[src/rtl/turbo_pkg.sv]
// Shared types and constants for the turbo decoder iteration scheduler.
// Holds the FSM state enum, the K = N/3 derivation and default QPP coefficients.
package turbo_pkg;

    localparam int ADDR_W = 8;
    localparam int DEF_F1 = 3;
    localparam int DEF_F2 = 2;

    typedef enum logic [2:0] {
        S_IDLE,
        S_HALF1,
        S_WAIT1,
        S_HALF2,
        S_WAIT2,
        S_CHECK,
        S_OUTPUT
    } state_e;

    function automatic int k_of(input int n);
        return n / 3;
    endfunction

endpackage

[src/rtl/qpp_addr_gen.sv]
// Incremental QPP interleaver address generator: pi(k) = (F1*k + F2*k^2) mod K.
// Ports: clk, rst, init (restart at k=0), step (advance k) -> pi, done (k == K-1).
module qpp_addr_gen
    import turbo_pkg::*;
#(
    parameter int K  = 8,
    parameter int F1 = DEF_F1,
    parameter int F2 = DEF_F2
) (
    input  logic              clk,
    input  logic              rst,
    input  logic              init,
    input  logic              step,
    output logic [ADDR_W-1:0] pi,
    output logic              done
);

    localparam logic [8:0] K9 = 9'(K);
    localparam logic [8:0] G0 = 9'((F1 + F2) % K);
    localparam logic [8:0] D2 = 9'((2 * F2) % K);

    logic [8:0] pi_q, pi_d;
    logic [8:0] g_q, g_d;
    logic [7:0] k_q, k_d;
    logic [8:0] pi_sum, g_sum;

    // Operands stay below K, so one conditional subtract is a full mod.
    always_comb begin
        pi_sum = pi_q + g_q;
        if (pi_sum >= K9) pi_sum = pi_sum - K9;
        g_sum = g_q + D2;
        if (g_sum >= K9) g_sum = g_sum - K9;
        pi_d = pi_q;
        g_d  = g_q;
        k_d  = k_q;
        if (init) begin
            pi_d = '0;
            g_d  = G0;
            k_d  = '0;
        end else if (step) begin
            pi_d = pi_sum;
            g_d  = g_sum;
            k_d  = k_q + 8'd1;
        end
    end

    always_ff @(posedge clk) begin
        if (rst) begin
            pi_q <= '0;
            g_q  <= G0;
            k_q  <= '0;
        end else begin
            pi_q <= pi_d;
            g_q  <= g_d;
            k_q  <= k_d;
        end
    end

    assign pi   = pi_q[ADDR_W-1:0];
    assign done = (k_q == 8'(K - 1));

endmodule

[src/rtl/turbo_iter_ctrl.sv]
// Turbo decoder iteration scheduler: accepts a block, alternates SISO half-iterations,
// stops on CRC pass or MAX_ITER, then streams hard-decision addresses out.
// Ports: blk_valid/blk_ready/ram_bank (deframer), siso_* (decoder), crc_ok,
// out_valid/out_ready/out_addr/out_last (consumer), iter_cnt/early_stop/busy (status).
module turbo_iter_ctrl
    import turbo_pkg::*;
#(
    parameter int N        = 24,
    parameter int MAX_ITER = 4,
    parameter int F1       = DEF_F1,
    parameter int F2       = DEF_F2
) (
    input  logic              clk,
    input  logic              rst,
    input  logic              blk_valid,
    output logic              blk_ready,
    output logic              ram_bank,
    output logic              siso_en,
    output logic [ADDR_W-1:0] siso_addr,
    output logic              siso_half,
    output logic              siso_first,
    output logic              siso_last,
    input  logic              siso_done,
    input  logic              crc_ok,
    output logic              out_valid,
    input  logic              out_ready,
    output logic [ADDR_W-1:0] out_addr,
    output logic              out_last,
    output logic [3:0]        iter_cnt,
    output logic              early_stop,
    output logic              busy
);

    localparam int K = k_of(N);

    state_e            state_q, state_d;
    logic [ADDR_W-1:0] k_q, k_d;
    logic [3:0]        iter_q, iter_d;
    logic              early_q, early_d;
    logic              bank_q, bank_d;
    logic              k_last;
    logic              qpp_init, qpp_step, qpp_done;
    logic [ADDR_W-1:0] qpp_pi;

    assign k_last   = (k_q == 8'(K - 1));
    // Restart pi on the WAIT1 exit edge so HALF2 opens at pi(0).
    assign qpp_init = (state_q == S_WAIT1) && siso_done;
    assign qpp_step = (state_q == S_HALF2);

    qpp_addr_gen #(
        .K  (K),
        .F1 (F1),
        .F2 (F2)
    ) u_qpp (
        .clk  (clk),
        .rst  (rst),
        .init (qpp_init),
        .step (qpp_step),
        .pi   (qpp_pi),
        .done (qpp_done)
    );

    always_ff @(posedge clk) begin
        if (rst) begin
            state_q <= S_IDLE;
            k_q     <= '0;
            iter_q  <= '0;
            early_q <= 1'b0;
            bank_q  <= 1'b0;
        end else begin
            state_q <= state_d;
            k_q     <= k_d;
            iter_q  <= iter_d;
            early_q <= early_d;
            bank_q  <= bank_d;
        end
    end

    always_comb begin
        state_d = state_q;
        k_d     = k_q;
        iter_d  = iter_q;
        early_d = early_q;
        bank_d  = bank_q;
        unique case (state_q)
            S_IDLE: begin
                if (blk_valid) begin
                    state_d = S_HALF1;
                    bank_d  = ~bank_q;
                    iter_d  = 4'd1;
                    early_d = 1'b0;
                    k_d     = '0;
                end
            end
            S_HALF1: begin
                if (k_last) begin
                    state_d = S_WAIT1;
                    k_d     = '0;
                end else begin
                    k_d = k_q + 8'd1;
                end
            end
            S_WAIT1: begin
                if (siso_done) state_d = S_HALF2;
            end
            S_HALF2: begin
                if (qpp_done) begin
                    state_d = S_WAIT2;
                    k_d     = '0;
                end else begin
                    k_d = k_q + 8'd1;
                end
            end
            S_WAIT2: begin
                if (siso_done) state_d = S_CHECK;
            end
            S_CHECK: begin
                if (crc_ok) begin
                    early_d = 1'b1;
                    state_d = S_OUTPUT;
                end else if (iter_q == 4'(MAX_ITER)) begin
                    state_d = S_OUTPUT;
                end else begin
                    iter_d  = iter_q + 4'd1;
                    state_d = S_HALF1;
                end
            end
            S_OUTPUT: begin
                if (out_ready) begin
                    if (k_last) begin
                        state_d = S_IDLE;
                        k_d     = '0;
                        iter_d  = '0;
                    end else begin
                        k_d = k_q + 8'd1;
                    end
                end
            end
            default: state_d = S_IDLE;
        endcase
    end

    always_comb begin
        blk_ready  = 1'b0;
        siso_en    = 1'b0;
        siso_addr  = '0;
        siso_half  = 1'b0;
        siso_first = 1'b0;
        siso_last  = 1'b0;
        out_valid  = 1'b0;
        out_addr   = '0;
        out_last   = 1'b0;
        unique case (state_q)
            S_IDLE: blk_ready = ~rst;
            S_HALF1: begin
                siso_en    = 1'b1;
                siso_addr  = k_q;
                siso_first = (k_q == '0);
                siso_last  = k_last;
            end
            S_HALF2: begin
                siso_en    = 1'b1;
                siso_half  = 1'b1;
                siso_addr  = qpp_pi;
                siso_first = (k_q == '0);
                siso_last  = qpp_done;
            end
            S_OUTPUT: begin
                out_valid = 1'b1;
                out_addr  = k_q;
                out_last  = k_last;
            end
            default: ;
        endcase
    end

    assign ram_bank   = bank_q;
    assign iter_cnt   = iter_q;
    assign early_stop = early_q;
    assign busy       = (state_q != S_IDLE);

endmodule

[config.mk]
export PLATFORM = sky130hd
export DESIGN_NAME = turbo_iter_ctrl
export DESIGN_NICKNAME = d
export VERILOG_FILES = /design/src/rtl/turbo_pkg.sv /design/src/rtl/qpp_addr_gen.sv /design/src/rtl/turbo_iter_ctrl.sv
export SDC_FILE = /design/constraint.sdc
export NUM_CORES = 1
export LEC_CHECK = 0
export ABC_AREA = 1
export BUFFER_PORTS_ARGS = -buffer_cell sky130_fd_sc_hd__clkbuf_2
export CORE_MARGIN = 3
export CORE_UTILIZATION = 50
export CTS_BUF_LIST = sky130_fd_sc_hd__clkbuf_8
export DETAILED_ROUTE_END_ITERATION = 12
export PLACE_DENSITY = 0.71
export SKIP_CTS_REPAIR_TIMING = 1
export SYNTH_ARGS = -nofsm -noshare
export SYNTH_HDL_FRONTEND = slang
export SYNTH_SLANG_ARGS = --single-unit
export TNS_END_PERCENT = 50
[constraint.sdc]
create_clock -name clk -period 3.2 [get_ports clk]
set_clock_uncertainty 0.1 [all_clocks]
set_input_delay 0 -clock clk [delete_from_list [all_inputs] [get_ports clk]]
set_output_delay 0 -clock clk [all_outputs]
set_load 0.02 [all_outputs]
==> flow_metrics.py, run 1 <==
metrics = {
    "outcome": {
        "status": "complete, no violations",
    },
    "sta": {
        "finalMaxSlewViolations": 0,
        "clock.fmax_mhz": 458.4,
        "slew-limit-headroom_pct": 70.60,
        "fin_crit_ps": 2181,
        "post-route-period-util_pct": 68.17,
        "rsz0062_at_grt": "false",
        "finalSetupViolations": 0,
        "setup_tns_ps": 0,
        "finalHoldViolCount": 0,
        "tightest_slew_ps": 440.5,
        "fin_ws_ps": 1019,
    },
    "finish": {
        "multiInputGateArea_um2": 1772,
        "diodes": 0,
        "design_area_um2": 3211,
        "seq_area_um2": 820.8,
        "nets": 514,
        "fillers": 553,
        "final_core_util_pct": 60.18,
        "drive_gt1_share_pct": 12.80,
        "area_delta_synth_final_pct": 11.61,
    },
    "die": {
        "die_w_um": 81.85,
        "start_util_pct": 53.92,
        "ios": 36,
        "core-area_um2": 5335,
        "die_y_um": 81.85,
        "die_area_um2": 6699,
        "rows": 26,
    },
    "synth": {
        "synth.most_common_cell": "nand2_1",
        "yosysSeqAreaShare_pct": 28.53,
        "yosys_warnings": 0,
        "synthMuxAreaShare_pct": 0,
        "synth_top_family_by_area": "simple AND/OR/NAND/NOR gates",
        "synth_edf_count": 0,
        "yosys-top-cells-area": "dfxtp_1 29%, nand2_1 14%, inv_1 7.8%",
        "synth_cells": 455,
        "synth.net_count": 477,
        "synth-simple-area-share_pct": 34.36,
        "yosys.area.top_type": "dfxtp_1",
        "synthAdderAreaFrac_pct": 6.960,
        "synth_top_area_share_pct": 28.53,
        "synth_xor_area_share_pct": 5.176,
        "synth_compound_area_share_pct": 15.09,
        "syn_area_per_cell_um2": 6.322,
        "synth_cell_types": 30,
        "ys_async_sr_fraction_pct": 0,
        "ys_seq_elements": 41,
        "synth_common_cells": "110 x nand2_1, 60 x inv_1, 57 x nor2_1",
        "synthFlopType": "dfxtp_1",
        "syn_area_um2": 2877,
    },
    "worst_setup_path": {
        "critPathMaxStageDelay_ps": 350,
        "crit_path_start_kind": "flop",
        "cp_top_family": "simple AND/OR/NAND/NOR gates",
        "crit_buf_inv": 1,
        "cp_data_arrival_time_ps": 2250,
        "worstPathMaxFanout": 6,
        "cp_slowest_cell": "dfxtp_1",
        "crit_top_cell": "nand2_1",
        "crit_chain": "ha_1 > nand2_1 > nand2_1 > nand3_1 > nand2_1 > ha_1 > inv_1 > nor2_2 > nand4_2 > nand3_1 > a21oi_1",
        "cp-end-kind": "flop",
        "critical_path_class": "flop to flop",
        "worstPathRequired_ps": 3270,
    },
    "routing": {
        "antenna_left": 0,
        "dr_total_vias": 2896,
        "first_pass_iters": 5,
        "drc": 0,
        "routed_wl_um": 6629,
        "drt_iter0_drc": 170,
        "avgViaCountPerCell": 5.153,
        "wl_per_cell_um": 11.80,
    },
    "clock_network": {
        "cts_max_level": 2,
        "clock_sinks": 41,
        "cts.path.max_buffers": 2,
        "cts_buffers": 5,
        "path_clk_slew_ps": 80,
        "cts_tree": "yes",
        "insertion_delay_ps": 290,
        "cts-root-buf": "clkbuf_8",
    },
    "flow_run": {
        "cap_violations": 0,
    },
    "placement": {
        "gp_congestion": 0.8497,
        "pre_cts_slack_ps": 1025,
        "numPortBuffers": 35,
        "place_area_um2": 3114,
        "dpl.hpwl_um": 5241,
    },
    "global_routing": {
        "grt_overflow_total": 0,
        "antenna_found_initial": 0,
        "grtUsageTotal_pct": 21.31,
        "grt_pass1_vias": 2622,
        "grt_max_degree": 25,
        "grt_pass1_wl_um": 11420,
    },
    "power_and_ir_drop": {
        "p_leak_nw": 1.513,
        "powerDensity_nw_per_um2": 593.1,
        "p_total_w": 0.001904,
        "peakVddDrop_mv": 0.4147,
    },
    "min_path": {
        "hold_path_class": "input pin to flop",
    },
}
[final timing paths]
path,depth (start not counted),slack [ps],start,endpoint
worst min-delay path,4,40,crc_ok,early_stop
worst max-delay path,11,1020,u_qpp.g_q[2],u_qpp.pi_q[7]
worst max register to register,11,1020,u_qpp.g_q[2],u_qpp.pi_q[7]
worst min register to register,2,380,u_qpp.k_q[2],u_qpp.k_q[2]
[per-stage QoR]
step / instances / hold slack (ps)
after floorplan: 455 / 84.04
after global placement: 554 / 281.7
after detailed placement: 554 / 284.5
after CTS: 561 / -30.03
after global routing: 562 / 45.69
final: 562 / 43.05
[where the power goes]
part	internal [W]	leakage (nW)	switching (W)	total, W
clock network	0.000168	0.0485	0.000175	0.000344
registers	0.000565	0.332	0.0000590	0.000624
logic	0.000301	1.13	0.000636	0.000937
[worst reg2reg max path: stages (launching register included)]
cell,delay (ps)
dfxtp_1,350
ha_1,350
nand2_1,70
nand2_1,120
nand3_1,80
nand2_1,130
ha_1,210
inv_1,60
nor2_2,190
nand4_2,200
nand3_1,140
a21oi_1,60
[area by class of cell]
cell class	count	share of cell area [%]
clock buffer	6	2.572
clock inverter	1	0.1169
inverter	65	7.599
multi-input combinational	341	55.18
sequential	41	25.57
tap	70	2.728
timing repair buffer	38	6.235
[logic make-up after synthesis]
group | count (synthesis)
AND/OR/NAND/NOR | 228
flip-flops | 41
buffers and inverters | 73
AO/OA/AOI/OAI | 80
adder cells (fa/ha/maj) | 16
XOR/XNOR | 17
[flip-flops by register name, indices dropped and copies added, names as in the netlist]
| name | cells |
|---|---|
| u_qpp.pi_q | 9 |
| k_q | 8 |
| u_qpp.k_q | 8 |
| u_qpp.g_q | 7 |
| iter_cnt | 4 |
| state_q | 3 |
| early_stop | 1 |
| ram_bank | 1 |
[metal layers]
metal | routed length, um | global-route usage [%] | vias to the layer above
li1 | - | - | 1537
met1 | 3271 | 27.07 | 1303
met2 | 3067 | 37.08 | 45
met3 | 193 | 3.838 | 11
met4 | 97 | 5.150 | 0
met5 | 0 | 0 | -
[cell usage in the layout (no fill, tap or decap), drive strengths merged, types with 5 or more instances in the layout]
master	n
a21oi	35
xor2	11
nand3	38
xnor2	6
o21ai	35
nand2	113
ha	16
nand4	6
nor3	5
nor2	64
clkbuf	41
inv	66
dfxtp	41
Note: power is estimated with default switching activity, not from simulation.
==> inputs of run 2 (changes only) <==
--- a/config.mk
+++ b/config.mk
@@ -11,7 +11,7 @@
 export CORE_UTILIZATION = 50
 export CTS_BUF_LIST = sky130_fd_sc_hd__clkbuf_8
 export DETAILED_ROUTE_END_ITERATION = 12
-export PLACE_DENSITY = 0.71
+export PLACE_DENSITY = 0.74
 export SKIP_CTS_REPAIR_TIMING = 1
 export SYNTH_ARGS = -nofsm -noshare
 export SYNTH_HDL_FRONTEND = slang
==> constraint.sdc (replaced) <==
create_clock -name clk -period 1.88 [get_ports clk]
set_clock_uncertainty 0.1 [all_clocks]
set_input_delay 0 -clock clk [delete_from_list [all_inputs] [get_ports clk]]
set_output_delay 0 -clock clk [all_outputs]
set_load 0.02 [all_outputs]
==> flow_metrics.py, run 2 (synthesis gave the netlist of run 1 again) <==
metrics = {
    "outcome": {
        "status": "complete, but fails checks",
        "violations": "setup timing",
    },
    "global_routing": {
        "grt_max_degree": 23,
        "grtUsageTotal_pct": 23.28,
        "grt_pass1_vias": 2841,
        "antenna_found_initial": 0,
        "grt_pass1_wl_um": 12430,
        "grt_overflow_total": 0,
    },
    "routing": {
        "dr_total_vias": 3205,
        "drt_iter0_drc": 294,
        "first_pass_iters": 5,
        "antenna_left": 0,
        "wl_per_cell_um": 13.55,
        "routed_wl_um": 8169,
        "drc": 0,
        "avgViaCountPerCell": 5.315,
    },
    "sta": {
        "fin_ws_ps": -106.6,
        "finalMaxSlewViolations": 0,
        "clock.fmax_mhz": 503.4,
        "slew-limit-headroom_pct": 68.09,
        "hold_ws_ps": 15.65,
        "setup_tns_ps": -549.4,
        "finalSetupViolations": 6,
        "fin_crit_ps": 1987,
        "finalHoldViolCount": 0,
        "rsz0062_at_grt": "true",
        "post-route-period-util_pct": 105.7,
        "tightest_slew_ps": 478.2,
    },
    "clock_network": {
        "clock_sinks": 41,
        "cts_buffers": 5,
        "cts_tree": "yes",
        "cts.path.max_buffers": 2,
        "insertion_delay_ps": 290,
        "cts_max_level": 2,
        "cts-root-buf": "clkbuf_8",
        "path_clk_slew_ps": 80,
    },
    "worst_setup_path": {
        "worstPathRequired_ps": 2010,
        "critical_path_class": "flop to flop",
        "worstPathMaxFanout": 6,
        "crit_path_start_kind": "flop",
        "cp-end-kind": "flop",
        "cp_data_arrival_time_ps": 2120,
        "reg2reg_depth": 12,
    },
    "die": {
        "ios": 36,
        "start_util_pct": 53.92,
        "rows": 26,
        "die_y_um": 81.85,
        "core-area_um2": 5335,
        "die_w_um": 81.85,
        "die_area_um2": 6699,
    },
    "placement": {
        "pre_cts_slack_ps": -153.1,
        "gp_congestion": 0.8837,
        "numPortBuffers": 35,
        "dpl.hpwl_um": 5492,
        "dp_cells": 588,
    },
    "min_path": {
        "hold_path_class": "input pin to flop",
        "whs_path_depth": 4,
    },
    "finish": {
        "seq_area_um2": 839.6,
        "top_register": "u_qpp.pi_q",
        "multiInputGateArea_um2": 2182,
        "fillers": 425,
        "mostFrequentLayoutCells": "86 x nand2_1, 56 x inv_1, 42 x nor2_1",
        "mostFrequentLayoutCell": "nand2_1",
        "drive_gt1_share_pct": 36.02,
        "nets": 554,
        "layout.cells.non_filler": 603,
        "largest_register_ff_count": 9,
        "area_delta_synth_final_pct": 38.54,
        "reg_top3": "u_qpp.pi_q: 9 flops, k_q: 8 flops, u_qpp.k_q: 8 flops",
        "diodes": 0,
    },
    "power_and_ir_drop": {
        "peakVddDrop_mv": 0.6542,
        "p_leak_nw": 1.810,
        "powerDensity_nw_per_um2": 1015,
    },
    "flow_run": {
        "cap_violations": 0,
    },
}
==> run 2: cell count changes in the layout (fill, tap and decap cells not counted), sizes merged <==
cell / before / now
buf: 2 / 42
bufinv: 0 / 1
==> run 2: worst paths after layout <==
check                 from             to  slack [ps]
min                 crc_ok     early_stop          20
max reg2reg  u_qpp.pi_q[3]  u_qpp.pi_q[3]        -110
min reg2reg   u_qpp.k_q[2]   u_qpp.k_q[2]         400
max          u_qpp.pi_q[3]  u_qpp.pi_q[3]        -110
==> run 2: per-stage QoR <==
step	util, %	cell area, um2	total power (W)
floorplan	-	2905	0.002349
global placement	63.70	3398	0.002846
detailed placement	63.70	3398	0.002873
CTS	65.88	3515	0.003624
global route	74.70	3985	0.004328
finish	74.70	3985	0.004046
==> run 2: final cells by class <==
cell class                 instances  share of cell area, %
clock buffer                       6                  2.072
clock inverter                     2                 0.8477
inverter                          65                  6.122
multi-input combinational        341                  54.76
sequential                        41                  21.07
tap                               70                  2.198
timing repair buffer              78                  12.94
==> run 2: per-layer routing <==
layer	track usage [%]	wire, um
met5	0	0
met4	4.817	119
met3	4.934	316
met2	40.23	4062
met1	29.68	3670
==> run 2: where the power goes <==
part	total [W]	internal (W)	switching, W
sequential	0.00106	0.000967	0.0000926
combinational	0.00224	0.000856	0.00139
clock	0.000742	0.000428	0.000314
total	0.00405	0.00225	0.00180
==> run 2: critical path, cell delays in order, from the launching register on <==
cell and delay, ps:
dfxtp_4 370, ha_4 260, nand2_4 80, nor2_1 80, nor2_2 200, nand2_2 100
nand2_2 90, nand2_2 60, nor2_4 170, nand4_4 160, nor2_1 140, nor2_1 50
nor2_1 70
